===== config.mk =====
export PLATFORM = sky130hd
export DESIGN_NAME = mem_xfer_unit_flat
export DESIGN_NICKNAME = d
export VERILOG_FILES = /design/src/rtl/mem_xfer_unit_if.sv /design/src/rtl/mem_xfer_unit.sv /design/src/flat_wrapper.sv
export SDC_FILE = /design/constraint.sdc
export NUM_CORES = 1
export LEC_CHECK = 0
export CELL_PAD_IN_SITES_DETAIL_PLACEMENT = 0
export CELL_PAD_IN_SITES_GLOBAL_PLACEMENT = 1
export CORE_MARGIN = 4
export CORE_UTILIZATION = 35
export CTS_CLUSTER_SIZE = 40
export DETAILED_ROUTE_END_ITERATION = 8
export GPL_ROUTABILITY_DRIVEN = 0
export PLACE_DENSITY_LB_ADDON = 0.1
export SETUP_SLACK_MARGIN = 0.3
export SYNTH_ARGS = -nofsm -noshare
export SYNTH_HDL_FRONTEND = slang
export SYNTH_SLANG_ARGS = --single-unit

===== constraint.sdc =====
create_clock -name clk -period 3.2 [get_ports clk]
set_input_delay 0.48 -clock clk [delete_from_list [all_inputs] [get_ports clk]]
set_output_delay 0.48 -clock clk [all_outputs]
set_load 0.02 [all_outputs]

===== src/rtl/mem_xfer_unit_if.sv =====
// Memory-side req/ack bus of the load/store sequencer.
// The sequencer drives the request side; the memory answers with ack and read data.
interface mem_xfer_unit_if;
    logic        mem_req;
    logic        mem_we;
    logic [15:0] mem_addr;
    logic [15:0] mem_wdata;
    logic [15:0] mem_rdata;
    logic        mem_ack;

    modport master (
        output mem_req,
        output mem_we,
        output mem_addr,
        output mem_wdata,
        input  mem_rdata,
        input  mem_ack
    );

    modport slave (
        input  mem_req,
        input  mem_we,
        input  mem_addr,
        input  mem_wdata,
        output mem_rdata,
        output mem_ack
    );
endinterface


===== src/rtl/mem_xfer_unit.sv =====
// Load/store sequencer between the register file (load/ldm/rw/out) and data memory.
// Moves one word per transfer through IDLE -> SEL -> CAPT -> REQ -> DONE with a bounded ack wait.
module mem_xfer_unit #(
    parameter int unsigned TIMEOUT = 16
) (
    input  logic        clk,
    input  logic        rst,
    input  logic        start,
    input  logic        op,
    input  logic        sel,
    input  logic [15:0] addr,
    input  logic [15:0] reg_data,
    output logic        rw,
    output logic [15:0] load,
    output logic        ldm,
    output logic        busy,
    output logic        done,
    output logic        err,
    mem_xfer_unit_if.master mem
);

    typedef enum logic [2:0] {StIdle, StSel, StCapt, StReq, StDone} state_e;

    localparam logic [7:0] CntMax = 8'(TIMEOUT - 1);

    state_e      state_q, state_d;
    logic        op_q, op_d;
    logic [15:0] addr_q, addr_d;
    logic        rw_q, rw_d;
    logic [15:0] load_q, load_d;
    logic        ldm_q, ldm_d;
    logic        done_q, done_d;
    logic        err_q, err_d;
    logic        req_q, req_d;
    logic        we_q, we_d;
    logic [15:0] maddr_q, maddr_d;
    logic [15:0] wdata_q, wdata_d;
    logic [7:0]  cnt_q, cnt_d;

    always_ff @(posedge clk or posedge rst) begin
        if (rst) begin
            state_q <= StIdle;
            op_q    <= 1'b0;
            addr_q  <= 16'h0000;
            rw_q    <= 1'b0;
            load_q  <= 16'h0000;
            ldm_q   <= 1'b0;
            done_q  <= 1'b0;
            err_q   <= 1'b0;
            req_q   <= 1'b0;
            we_q    <= 1'b0;
            maddr_q <= 16'h0000;
            wdata_q <= 16'h0000;
            cnt_q   <= 8'h00;
        end else begin
            state_q <= state_d;
            op_q    <= op_d;
            addr_q  <= addr_d;
            rw_q    <= rw_d;
            load_q  <= load_d;
            ldm_q   <= ldm_d;
            done_q  <= done_d;
            err_q   <= err_d;
            req_q   <= req_d;
            we_q    <= we_d;
            maddr_q <= maddr_d;
            wdata_q <= wdata_d;
            cnt_q   <= cnt_d;
        end
    end

    always_comb begin
        state_d = state_q;
        op_d    = op_q;
        addr_d  = addr_q;
        rw_d    = rw_q;
        load_d  = load_q;
        ldm_d   = 1'b0;
        done_d  = 1'b0;
        err_d   = 1'b0;
        req_d   = req_q;
        we_d    = we_q;
        maddr_d = maddr_q;
        wdata_d = wdata_q;
        cnt_d   = cnt_q;

        unique case (state_q)
            StIdle: begin
                if (start) begin
                    op_d    = op;
                    addr_d  = addr;
                    rw_d    = sel;
                    state_d = StSel;
                end
            end
            // rw settles here so the registered register-file output is valid in CAPT.
            StSel: state_d = StCapt;
            StCapt: begin
                wdata_d = reg_data;
                maddr_d = addr_q;
                we_d    = op_q;
                req_d   = 1'b1;
                cnt_d   = 8'h00;
                state_d = StReq;
            end
            StReq: begin
                // Ack takes priority over a timeout firing in the same cycle.
                if (mem.mem_ack) begin
                    if (!op_q) begin
                        load_d = mem.mem_rdata;
                        ldm_d  = 1'b1;
                    end
                    req_d   = 1'b0;
                    done_d  = 1'b1;
                    state_d = StDone;
                end else if (cnt_q == CntMax) begin
                    req_d   = 1'b0;
                    done_d  = 1'b1;
                    err_d   = 1'b1;
                    state_d = StDone;
                end else begin
                    cnt_d = cnt_q + 8'd1;
                end
            end
            StDone: state_d = StIdle;
            default: state_d = StIdle;
        endcase
    end

    assign rw            = rw_q;
    assign load          = load_q;
    assign ldm           = ldm_q;
    assign busy          = (state_q != StIdle);
    assign done          = done_q;
    assign err           = err_q;
    assign mem.mem_req   = req_q;
    assign mem.mem_we    = we_q;
    assign mem.mem_addr  = maddr_q;
    assign mem.mem_wdata = wdata_q;

endmodule


===== src/flat_wrapper.sv =====
// flat-port wrapper written by rule: the top's interface ports become plain ports
module mem_xfer_unit_flat 
#(
    parameter int unsigned TIMEOUT = 16
)
  (clk, rst, start, op, sel, addr, reg_data, rw, load, ldm, busy, done, err, mem_mem_req, mem_mem_we, mem_mem_addr, mem_mem_wdata, mem_mem_rdata, mem_mem_ack);
  mem_xfer_unit_if mem_i ();
  input  logic clk;
  input  logic rst;
  input  logic start;
  input  logic op;
  input  logic sel;
  input  logic [15:0] addr;
  input  logic [15:0] reg_data;
  output logic rw;
  output logic [15:0] load;
  output logic ldm;
  output logic busy;
  output logic done;
  output logic err;
  output wire logic [$bits(mem_i.mem_req)-1:0] mem_mem_req;
  output wire logic [$bits(mem_i.mem_we)-1:0] mem_mem_we;
  output wire logic [$bits(mem_i.mem_addr)-1:0] mem_mem_addr;
  output wire logic [$bits(mem_i.mem_wdata)-1:0] mem_mem_wdata;
  input wire logic [$bits(mem_i.mem_rdata)-1:0] mem_mem_rdata;
  input wire logic [$bits(mem_i.mem_ack)-1:0] mem_mem_ack;
  assign mem_mem_req = mem_i.mem_req;
  assign mem_mem_we = mem_i.mem_we;
  assign mem_mem_addr = mem_i.mem_addr;
  assign mem_mem_wdata = mem_i.mem_wdata;
  assign mem_i.mem_rdata = mem_mem_rdata;
  assign mem_i.mem_ack = mem_mem_ack;
  mem_xfer_unit #(.TIMEOUT(TIMEOUT)) u_core (.clk(clk), .rst(rst), .start(start), .op(op), .sel(sel), .addr(addr), .reg_data(reg_data), .rw(rw), .load(load), .ldm(ldm), .busy(busy), .done(done), .err(err), .mem(mem_i));
endmodule

# After elaboration in Yosys (flattened, before gate mapping)
# Index checks and enable logic that the tools add are counted.
# classes
n_bitwise,1
reduce_logical,8
muxes,18
add_sub_neg,1
eq_ne,8
# ops
operator,n
8-bit 2-to-1 mux,2
8-bit one-hot mux with 2 select lines,1
3-bit one-hot mux with 4 select lines,1
1-bit 2-to-1 mux,10
3-bit 2-to-1 mux,3
"8-bit by 1-bit adder with 8-bit output, second input constant",1
"8-bit by 4-bit equality test with 1-bit output, second input constant",1
"3-bit by 2-bit equality test with 1-bit output, second input constant",2
"2-bit inequality test, second input constant",3
2-bit AND reduction,3
3-bit AND reduction,2
"3-bit by 1-bit equality test with 1-bit output, second input constant",1
3-bit zero test,1
"3-bit by 2-bit inequality test with 1-bit output, second input constant",1
3-bit nonzero test,1
1-bit one-hot mux with 2 select lines,1
2-bit nonzero test,1
1-bit inverter,1
# word_totals
regBits,82
inputBits,54
output_inout_bits,55

# Depth between registers and ports, before layout
# Gate-level depths: netlist (run 1).
# logic_depth
ltp_word,4
depth_mapped,6

# Worst setup path before layout (run 1)
# OpenSTA, ideal clock, no wires.
# synth_timing
path_kind,input to register
from,in mem_mem_ack
to,reg u_core.load_q[10] (netlist: u_core.load[10])
path_slack_ns,1.478
required_time_ns,3.075
path_buffers,2
arrival_time_ns,1.597
path_stages,4
cell_sequence,clkbuf_1 nor3b_4 buf_12 mux2_4
# synth_between
elab_chain_len,1
# synth_rtl
item,line_no,rtl
"start, declared",flat_wrapper.sv:26,input wire logic [$bits(mem_i.mem_ack)-1:0] mem_mem_ack;
3-bit AND reduction (no source line),n/a,
"end signal, assigned",mem_xfer_unit.sv:60,load_q <= load_d;
"end, declared",mem_xfer_unit.sv:30,"logic [15:0] load_q, load_d;"
# No other way between the ends.
# A chain may end at the register's enable or synchronous reset.

# Final worst setup path (run 1)
# layout_timing
from,reg u_core.state_q[0]
to,out busy
# layout_between
elab_chain_len,1
# layout_rtl
item,line_no,rtl
"start, declared",mem_xfer_unit.sv:26,"state_e state_q, state_d;"
"start signal, assigned",mem_xfer_unit.sv:42,state_q <= StIdle;
"start signal, assigned",mem_xfer_unit.sv:56,state_q <= state_d;
3-bit nonzero test,mem_xfer_unit.sv:133,assign busy = (state_q != StIdle);
"end, declared",flat_wrapper.sv:18,output logic busy;
# No other way between the ends.

==> key figures, run 1 <==
Worst setup path
  – Critical path's slowest cell: clkdlybuf4s50_1
  – WP data arrival: 1860 ps
  – CP Capture Type: output pin
  – Top delay family on crit path: buffers and inverters
  – CP cell instances: or3_4 > clkdlybuf4s50_1
  – Crit-path max cell delay: between 500 and 600 ps
  – CP required: 2720 ps
  – Critical path peak fanout: 7
  – Critical path class: register to output pin
  – Worst setup SP type: register
  – Crit path buf inv count: 1

Layout
  – Layout cells sized above 1: 28.5%
  – Inserted Diodes: 0
  – Fill count: 817
  – Synth-to-Final Area Change: 44.8%
  – Final core area utilization: about half
  – Fin nets: 383
  – Cell Count, Final, Fillers Out: around 440

Floorplanning
  – Die extent in x: 105 um
  – Core ar.: 9200 um^2
  – Num ports: 109
  – Die area: 11000 um^2
  – Row count: 35
  – Starting density of the core: 35.7%
  – Die Y: 105 um

Synthesis
  – Syn avg cell area: 15.4 um^2
  – Most frequent cell after synthesis: dfrtp_1
  – Area leader, netlist: dfrtp_1
  – Syn. warnings: 0
  – Syn_nets: 268
  – Synth top area share: between 60% and 70%
  – Seq/Total Area, Yosys: 62.6%
  – Ys flop type: dfrtp_1
  – Commonest cells in the synthesized netlist: dfrtp_1, mux2_2, o21ai_0
  – Count of cell types in the netlist: 34
  – EDFF count, synth: 0
  – #FFs+latches synth: 82
  – Async S/R FF share, synth: 100%
  – Main area contributors after synthesis: dfrtp_1, mux2_2, mux2_4, o21ai_0, o41ai_1
  – Post-Synthesis Cells: 213
  – Mapped Area: 3280 um^2

Global routing
  – Initial antenna violation count: 0
  – Global-route wire length before repair: 11.8 mm
  – Total gr overflow: 0
  – Pin count of the biggest net entering global routing: 50
  – All-Layer GR Usage: 13.7%
  – Vias in the first global route: 2245

STA
  – Min Clock Period, post-route: 2340 ps
  – Final WS setup: 858 ps
  – Headroom to the max-slew limit: between 40% and 50%
  – Worst Skew: 13.2 ps
  – Worst Tran Pin Value: between 800 and 900 ps
  – Fin crit share: about three quarters
  – Fmax: roughly 0.43 GHz
  – Endpoints failing setup: 0
  – Final count of pins violating max slew: 0
  – Hold Violations, Final: 0
  – Setup_tns: 0 ps
  – RSZ-0062 raised after global routing: false

Route
  – Drt pass-1 iters: 4
  – ANT nets after route: 0
  – DR vias: 2138
  – WL final: 7.16 mm
  – Vias per inst: 4.82
  – DRC violations left: 0
  – 1st-iter DRT viols: 71
  – WL/cell: between 15 and 20 um

Clock network
  – Clock sink total: 82
  – CTS tree: yes
  – H-tree level count: 3
  – Post-CTS setup buffer count: 0
  – Root Buffer: clkbuf_8
  – Post-cts sizing count: 0
  – Total CTS buffers: 9
  – Clock Path Buffers: 2
  – Worst skew pair latency: 350 ps
  – # hold bufs at CTS: 0
  – Clk slew on worst S/H paths: 90 ps

Placed design
  – Dpl hpwl: 5.05 mm
  – Port Buffers: 108
  – Pre-CTS setup slack: 1050 ps
  – Placed insts: 428

Power and ir drop
  – Leakage: between 2 and 2.5 nW
  – Tot Pwr: a little under 5 mW
  – Pwr/cell area: 1050 nW/um^2
  – Max IR drop VDD: 0.000560 V

Run
  – Max Cap Viol: 0

Run status
  – Run status: finished clean

Worst hold path
  – Worst hold path class: register to register
## worst register-to-register path, delay by kind of cell, from the launching register on
kind	cells	cell delay, ps
buf+inv	1	390
flops	1	440
mux	1	380
simple gates	2	580
## per-stage QoR
| step | instance area (um^2) | hold WS (ps) |
|---|---|---|
| after floorplan | 3280 | 469 |
| after global placement | 4480 | 464 |
| after detailed placement | 4480 | 475 |
| after CTS | 4750 | 494 |
| after global routing | 4750 | 509 |
| final | 4750 | 490 |
## area by class of cell
class	instances	area, um^2	share of cell area [%]
clock buffers	9	124	2.61
flip-flops and latches	82	2050	43.2
multi-input cells	118	1160	24.4
well taps	111	139	2.93
repair buffers	113	1120	23.6
inverters	4	16.3	0.343
clock inverters	7	141	2.98
## power by group
group          internal [mW]  switching (mW)  leakage [nW]
logic                   1.23           0.978         0.877
clock network          0.597           0.381         0.129
registers               1.52           0.266         0.998
total                   3.35            1.63          2.00
## worst paths after layout
path                       depth (start not counted)                       end          startpoint  slack (ps)
max                                                2                      busy   u_core.state_q[0]         860
min                                                1        u_core.mem.mem_req  u_core.mem.mem_req         490
max reg2reg                                        4  u_core.mem.mem_wdata[14]   u_core.state_q[2]        1300
min reg2reg                                        1        u_core.mem.mem_req  u_core.mem.mem_req         490
max in group asynchronous                          3   u_core.mem.mem_addr[15]                 rst        1900
min in group asynchronous                          2  u_core.mem.mem_wdata[11]                 rst         600
## flip-flops by register name, summed over array words and instances, names as in the netlist
| name | cells |
|---|---|
| u_core.mem.mem_we | 1 |
| u_core.mem.mem_wdata | 16 |
| u_core.state_q | 3 |
| u_core.err | 1 |
| u_core.addr_q | 16 |
| u_core.mem.mem_req | 1 |
| u_core.load | 16 |
| u_core.mem.mem_addr | 16 |
| u_core.op_q | 1 |
| u_core.ldm | 1 |
| u_core.cnt_q | 8 |
| u_core.done | 1 |
| u_core.rw | 1 |
## layout by cell type, fill, tap and decap left out, types with 2 or more instances in the layout
| cell type | Yosys | layout |
|---|---|---|
| nand2b_1 | 3 | 3 |
| nand3_1 | 2 | 2 |
| clkdlybuf4s50_1 | 0 | 108 |
| o21ai_0 | 10 | 10 |
| bufinv_16 | 0 | 4 |
| mux2_2 | 58 | 58 |
| o31ai_1 | 3 | 3 |
| nand2_1 | 4 | 4 |
| inv_1 | 4 | 3 |
| clkinv_2 | 0 | 2 |
| nor2_1 | 5 | 5 |
| mux2_4 | 9 | 9 |
| a21oi_1 | 2 | 2 |
| dfrtp_1 | 82 | 82 |
| clkbuf_8 | 0 | 9 |
| buf_4 | 0 | 5 |
| o41ai_1 | 3 | 3 |
| and4_1 | 2 | 2 |
## layer usage
metal	wire length, um	track usage, %	share of wire (%)	vias up
li1	-	-	-	992
met1	3170	17.1	44	1063
met2	3340	21.4	47	71
met3	512	4.45	7.2	12
met4	136	6.65	1.9	0
met5	0	0	0	-
## cells by family (layout without fill, tap and decap cells)
logic type,after synthesis,in the layout,share of synthesized area [%]
AOI/OAI and AO/OA,23,23,4.58
adders and majority gates,1,1,0.381
and+or+nand+nor,27,27,6.11
buffers and inverters,13,133,2.33
DFF,82,82,62.6
muxes,67,67,24.0
No activity file was read; power rests on OpenSTA's default activity.
==> inputs of run 2 (changes only) <==
==> constraint.sdc (replaced) <==
create_clock -name clk -period 2.2 [get_ports clk]
set_input_delay 0.33 -clock clk [delete_from_list [all_inputs] [get_ports clk]]
set_output_delay 0.33 -clock clk [all_outputs]
set_load 0.02 [all_outputs]
==> run 2 against run 1 <==
  * Critical path depth increased by 3
  * Combinational power increased by 50%
  * Register-to-register slack got worse by 870 ps
  * Worst hold slack got worse by 59 ps
  * Cell count increased by 0.23%
  * Highest routed layer unchanged
==> key figures, run 2 (same netlist as run 1, synthesis figures left out) <==
STA
  – Final count of pins violating max slew: 0
  – Endpoints failing setup: 0
  – Fin crit share: 80.6%
  – Headroom to the max-slew limit: between 60% and 70%
  – RSZ-0062 raised after global routing: false
  – Fmax: ~0.56 GHz
  – Min Clock Period, post-route: 1770 ps
  – Setup_tns: 0 ps
  – Worst Tran Pin Value: 457 ps
  – Hold Violations, Final: 0
  – Worst Skew: 5.17 ps

Power and ir drop
  – Leakage: 1.98 nW
  – Pwr/cell area: 1480 nW/um^2
  – Clock power share: 15.9%
  – Max IR drop VDD: 0.000509 V
  – Sw frac: 34.5%
  – Pint: about 4.6 mW
  – Seq pwr share: 36.8%
  – Logic pwr share: 47.3%
  – Psw: 2.41 mW

Route
  – DR vias: 2162
  – Vias per inst: between 4 and 5
  – ANT nets after route: 0
  – WL/cell: 16.0 um
  – 1st-iter DRT viols: 87
  – Drt pass-1 iters: 4
  – WL final: roughly 7.1 mm
  – DRC violations left: 0

Worst setup path
  – CP required: about 2400 ps
  – Critical path's slowest cell: a221o_2
  – Crit path buf inv count: 0
  – WP depth: 5
  – WP data arrival: 1990 ps
  – Worst reg-to-reg setup slack: between 400 and 500 ps
  – FF-to-FF Start: u_core.cnt_q[0]
  – CP cell instances: ha_1 > and4_1 > a221o_2 > o21ai_0 > o31ai_1
  – CP Launch Point: u_core.cnt_q[0]
  – Top delay family on crit path: compound AO/OA/AOI/OAI gates
  – Worst setup endpoint: u_core.cnt_q[6]
  – Crit-path max cell delay: 450 ps
  – Critical path class: register to register
  – Critical path peak fanout: 9
  – FF-to-FF path depth: 5
  – Worst R2R End: u_core.cnt_q[6]
  – Worst setup SP type: register
  – CP Capture Type: register

Layout
  – Most frequent cells in the layout: clkdlybuf4s50_1, dfrtp_1, mux2_2
  – Synth-to-Final Area Change: 43.8%
  – Post-route cell area: 4720 um^2
  – Commonest non-fill, non-tap cell in the layout: clkdlybuf4s50_1
  – Layout cells sized above 1: 29.9%
  – Inserted Diodes: 0
  – Fin nets: approximately 380

Clock network
  – Clk slew on worst S/H paths: 90 ps
  – Root Buffer: clkbuf_8
  – Worst skew pair latency: approximately 340 ps
  – H-tree level count: 3
  – # hold bufs at CTS: 0
  – Clock Path Buffers: 2
  – Total CTS buffers: 9
  – Clock sink total: 82
  – CTS tree: yes

Run status
  – Run status: finished clean

Global routing
  – Total gr overflow: 0
  – Global-route wire length before repair: 11.6 mm
  – Initial antenna violation count: 0
  – Vias in the first global route: 2170
  – All-Layer GR Usage: 13.3%
  – Pin count of the biggest net entering global routing: between 80 and 90

Floorplanning
  – Die area: 11000 um^2
  – Core ar.: 9200 um^2
  – Starting density of the core: 35.7%
  – Row count: 35
  – Num ports: 109
  – Die extent in x: 105 um
  – Die Y: 105 um

Placed design
  – Placed Area: 4510 um^2
  – Port Buffers: 108
  – Dpl hpwl: 4.82 mm

Worst hold path
  – Worst hold path class: primary input to asynchronous set/reset pin

Run
  – Max Cap Viol: 0
==> run 2: area by class of cell <==
type | instances | area [um^2]
repair buffers | 114 | 1150
fillers | 816 | 4480
well taps | 111 | 139
flip-flops and latches | 82 | 2050
multi-input cells | 118 | 1160
clock inverters | 7 | 76.3
inverters | 4 | 18.8
clock buffers | 9 | 124
==> run 2: metal layers <==
metal / vias to the layer above / part of all wire (%) / global-route usage, %
met5: - / 0 / 0
li1: 995 / - / -
met2: 83 / 46 / 20.3
met3: 9 / 7.0 / 3.89
met1: 1075 / 46 / 18.0
met4: 0 / 1.2 / 5.06
==> run 2: tightest hold or removal path: cells and delay by family <==
family | cells | cell delay [ps]
buffers and inverters | 3 | 870
==> run 2: worst min path at each step <==
| stage | endpoint | slack (ps) | from | cells after the start |
|---|---|---|---|---|
| final | u_core.ldm | 430 | rst | 3 |
| after global routing | u_core.load[3] | 500 | rst | 3 |
| after CTS | u_core.ldm | 480 | rst | 3 |
| after detailed placement | u_core.mem.mem_req | 480 | u_core.mem.mem_req | 1 |
| after global placement | u_core.mem.mem_req | 480 | u_core.mem.mem_req | 1 |
| after floorplan | u_core.cnt_q[3] | 470 | u_core.cnt_q[3] | 1 |
==> run 2: through the flow <==
step           hold slack (ps)  total power [mW]  setup slack (ps)  util [%]  cells
2_1_floorplan              469              4.50               548         -    213
3_3_place_gp               476              5.90               372      49.0    428
3_5_place_dp               478              5.94               330      49.0    428
4_1_cts                    475              7.10               301      51.3    445
5_1_grt                    498              7.41               301      51.3    445
6_report                   430              6.98               427      51.3    445
==> run 2: repair_timing <==
item,in CTS,in global routing
gates cloned,0,0
setup buffers,1,0
gates resized for setup,4,2
endpoints found under the setup margin,1,3
==> run 2: power groups by stage <==
stage	clock [mW]	sequential, mW	combinational (mW)
finish	1.11	2.57	3.31
global route	1.22	2.67	3.52
floorplan	0	3.17	1.33
global placement	0	2.60	3.30
CTS	1.15	2.57	3.37
detailed placement	0	2.62	3.33
==> RTL change 1 (flow settings as in run 2) <==
The output `err` loses its register stage (`err_q` becomes a continuous assignment).
--- a/src/rtl/mem_xfer_unit.sv
+++ b/src/rtl/mem_xfer_unit.sv
@@ -48,3 +48,2 @@
             done_q  <= 1'b0;
-            err_q   <= 1'b0;
             req_q   <= 1'b0;
@@ -62,3 +61,2 @@
             done_q  <= done_d;
-            err_q   <= err_d;
             req_q   <= req_d;
@@ -70,2 +68,4 @@
     end
+
+    assign err_q = err_d;
 
Behaviour: no difference found for any inputs over 10 cycles, from zero or initial values and one cycle with rst high; that may be too few to reach the edited logic, so the function may still have changed.
==> RTL change 1 against run 2 <==
  * Design area grew 2.5%
  * Setup slack got worse by 0.060 ns
  * Wire length increased by 2.5%
  * Area after synthesis grew 2.3%
  * Worst hold slack improved by 0.0068 ns
  * Sequential cell count is 1 lower
  * Power increased by 2.6%
  * Non-clock buffer count up 6
  * Clock power is 6% lower
  * Highest routed layer unchanged
==> RTL change 1: results (changes against run 2) <==
Pre-antenna DRT Iters -> 4 (unchanged)
Setup Skew -> 0.01128 ns (+0.006110 ns)
Worst VDD drop -> 0.0007890 V (+55%)
CP arrival -> 1.50 ns (-0.49 ns)
largest net degree at the start of global routing -> 82 (-1.2%)
highest clock rate -> 545.3 MHz (-3.3%)
Leak Pwr -> 0.002015 uW (+1.8%)
Hold Slack -> 0.4370 ns (+0.006840 ns)
status -> complete, no violations
Area contributors post-synth -> dfrtp_1 60%, mux2_2 19%, mux2_4 4.5%, buf_6 1.7%, a21oi_1 0.75%
Crit Path Max Fanout -> 7 (-2)
Worst R2R Start -> u_core.state_q[1]
# nets final -> 398 (+3.6%)
routed len/inst -> 15.35 um (-4.2%)
R2R Setup Slk -> 0.47 ns (+0.04 ns)
first-pass GRT wire length -> 11990 um (+3.3%)
Global Route Usage Sum -> 13.37% (+0.046 points)
Num CTS Buffers -> 9 (unchanged)
Mapped Nets -> 274 (+2.2%)
Root Driver -> clkbuf_8
post-synthesis cell type count -> 39 (+15%)
Reg2Reg Depth -> 3 (-2)
final cell count without fillers -> 476 (+7.0%)
CP endpoint -> busy
dpl cells -> 458 (+7.0%)
worst reg2reg endpoint -> u_core.addr_q[14]
setup slack at placement -> 0.1802 ns (-0.1500 ns)
Commonest cells post-synth -> 81 x dfrtp_1, 56 x mux2_2, 10 x mux2_4
mean post-synth cell area -> 15.31 um2 (-0.55%)
Final HPWL DP -> 5053 um (+4.9%)
sequential share of the synthesized area -> 60.45% (-2.1 points)
Vias/cell -> 4.779 (-1.6%)
worst-margin pin slew -> 0.4878 ns (+0.03105 ns)
drt first-iter violations -> 63 (-28%)
CTS clk-pin slew, worst paths -> 0.08 ns
share of layout cells above drive strength 1 -> 30.55% (+0.61 points)
Clock Tree Buf Depth -> 2 (unchanged)
vias in the first global route -> 2377 (+9.5%)
-- RTL change 1: kinds of logic after synthesis --
group                    count (synthesis)  share of synthesized area [%]
buffers and inverters                   12                          2.948
AND/OR/NAND/NOR                         37                          8.023
AO/OA/AOI/OAI                           21                          4.590
flip-flops                              81                          60.45
multiplexers                            67                          23.62
adder cells (fa/ha/maj)                  1                         0.3731
-- RTL change 1: metal layers --
| layer | part of all wire, % | vias up | routed length [um] | track usage, % |
|---|---|---|---|---|
| li1 | - | 1048 | - | - |
| met1 | 50 | 1120 | 3637 | 19.19 |
| met2 | 41 | 96 | 3008 | 18.62 |
| met3 | 7.5 | 11 | 548 | 4.287 |
| met4 | 1.5 | 0 | 110 | 5.273 |
| met5 | 0 | - | 0 | 0 |
-- RTL change 1: cell type report --
| class | count | area, um2 |
|---|---|---|
| Multi-Input combinational cell | 126 | 1242 |
| Timing Repair Buffer | 120 | 1195 |
| Fill cell | 827 | 4449 |
| Clock buffer | 10 | 127.6 |
| Sequential cell | 81 | 2029 |
| Tap cell | 129 | 161.4 |
| Clock inverter | 5 | 56.30 |
| Inverter | 5 | 22.52 |
-- RTL change 1: what timing repair did --
action	4_1_cts	5_1_grt
hold endpoints to repair	0	0
pin swaps	0	2
setup buffers	1	2
endpoints found under the setup margin	2	2
cloned	0	0
resized for setup	11	4
-- RTL change 1: worst max-delay path, cell delays in order, from the launching register on --
cell	delay, ns
dfrtp_2	0.46
or3_4	0.44
clkdlybuf4s15_2	0.28
-- RTL change 1: where the power goes --
part	switching (uW)	internal (uW)
Combinational	1550	1950
Clock	521	519
Sequential	409	2220
Total	2480	4690
==> RTL change 2 (flow settings as in run 2) <==
Made on the original files. `TIMEOUT` is set to 16 in 2 places; all go to 8.
--- a/src/rtl/mem_xfer_unit.sv
+++ b/src/rtl/mem_xfer_unit.sv
@@ -3,3 +3,3 @@
 module mem_xfer_unit #(
-    parameter int unsigned TIMEOUT = 16
+    parameter int unsigned TIMEOUT = 8
 ) (
--- a/src/flat_wrapper.sv
+++ b/src/flat_wrapper.sv
@@ -3,3 +3,3 @@
 #(
-    parameter int unsigned TIMEOUT = 16
+    parameter int unsigned TIMEOUT = 8
 )
Formal check against the unedited RTL: same outputs for any inputs over 10 cycles, from zero or initial values and one cycle with rst high; that may be too few to reach the edited logic, so the function may still have changed.
==> RTL change 2 against run 2 <==
  * Non-clock buffer count rose by 2
  * Clock power grew 13%
  * Wire length down 3.8%
  * Power grew 4.7%
  * Setup slack lost 0.071 ns
  * Core utilization rose by 2.3 points
  * Sequential cell count unchanged
  * Area after synthesis fell by 0.72%
  * Synthesized cell count is 5.6% higher
  * Count of clock-buffer cells in the layout up 2
  * Design area rose by 1.0%
  * Die area down 0.67%
  * First-iteration DRC count shrank 62%
  * Highest routed layer unchanged
==> RTL change 2: results (changes against run 2) <==
status -> complete, no violations
Hold Slack -> 0.4458 ns (+0.01568 ns)
Num CTS Buffers -> 9 (unchanged)
Reg2Reg Depth -> 6 (+1)
met3 GRT Util -> 6.766% (+2.9 points)
count of input and output buffers -> 108 (unchanged)
ant diodes -> 0 (unchanged)
first-pass GRT wire length -> 11360 um (-2.1%)
via count -> 2156 (-0.28%)
setup slack at placement -> 0.2732 ns (-0.05699 ns)
drt first-iter violations -> 33 (-62%)
total routed wirelength -> 6860 um (-3.8%)
CP endpoint -> busy
Vias/cell -> 4.728 (-2.7%)
Crit Path Max Fanout -> 2 (-7)
grt met2 use -> 20.89% (+0.59 points)
Commonest cells post-synth -> 82 x dfrtp_1, 67 x mux2_2, 16 x nor2_1
Worst VDD drop -> 0.0008067 V (+58%)
Global Route Usage Sum -> 13.04% (-0.29 points)
min Tclk post-route -> 1.845 ns (+0.07146 ns)
Slew headroom -> 67.24% (-2.3 points)
H-tree lvl count -> 3 (unchanged)
mean post-synth cell area -> 14.47 um2 (-6.0%)
Final HPWL DP -> 4728 um (-1.9%)
min-delay worst type -> in2async
CTS clk-pin slew, worst paths -> 0.08 ns
Top delay family on crit path -> simple AND/OR/NAND/NOR gates
fraction of registers with async set/reset -> 100.0% (unchanged)
fillers -> 797 (-2.3%)
met1 GRT Util -> 15.39% (-2.6 points)
R2R Setup Slk -> 0.46 ns (+0.03 ns)
Worst R2R Start -> u_core.state_q[0]
sequential share of the synthesized area -> 63.03% (+0.46 points)
initial antenna violation count -> 0 (unchanged)
# nets final -> 398 (+3.6%)
post-synthesis cell type count -> 29 (-15%)
Area contributors post-synth -> dfrtp_1 63%, mux2_2 23%, nor2_1 1.8%, nand2_1 1.3%, mux2i_1 1.2%
Mapped Nets -> 280 (+4.5%)
Crit path largest cell delay -> 0.50 ns (+0.05 ns)
Clock Tree Buf Depth -> 2 (unchanged)
Cell Area, Placed -> 0.004492 mm2 (-0.39%)
Root Driver -> clkbuf_8
share of layout cells above drive strength 1 -> 28.74% (-1.2 points)
Skew-Pair Late Insertion Delay -> 0.35 ns
Setup Skew -> 0.008212 ns (+0.003046 ns)
Pre-antenna DRT Iters -> 4 (unchanged)
dpl cells -> 437 (+2.1%)
Synthesis Warnings -> 0 (unchanged)
worst reg2reg endpoint -> u_core.load[2]
largest net degree at the start of global routing -> 83 (unchanged)
CP Launch Point -> u_core.state_q[0]
Leak Pwr -> 0.001961 uW (-0.95%)
Slowest-stage cell, CP -> or3_2
RTL change 2: what timing repair did:
action / in CTS / in global routing
setup buffers: 2 / 1
endpoints found under the setup margin: 1 / 16
gates resized for setup: 4 / 2
RTL change 2: where the power goes:
| part | internal [uW] | switching (uW) |
|---|---|---|
| sequential | 2250 | 399 |
| combinational | 1870 | 1540 |
| clock | 707 | 543 |
| total | 4830 | 2480 |
RTL change 2: final cells by class:
class	instances	area (um2)	share of cell area (%)
Sequential cell	82	2053	43.10
Inverter	3	15.01	0.3152
Clock inverter	5	85.08	1.786
Multi-Input combinational cell	131	1140	23.93
Timing Repair Buffer	116	1184	24.85
Tap cell	108	135.1	2.837
Clock buffer	11	151.4	3.178
RTL change 2: logic make-up after synthesis:
logic type | share of synthesized area, %
mux | 24.40
flops | 63.03
simple gates | 7.188
buf+inv | 2.306
fa+ha+maj | 0.3843
compound gates | 2.690
RTL change 2: routing by layer:
metal	wire length [um]	up-vias
met2	3308	66
li1	-	1027
met3	644	8
met1	2833	1055
met4	73	0
met5	0	-
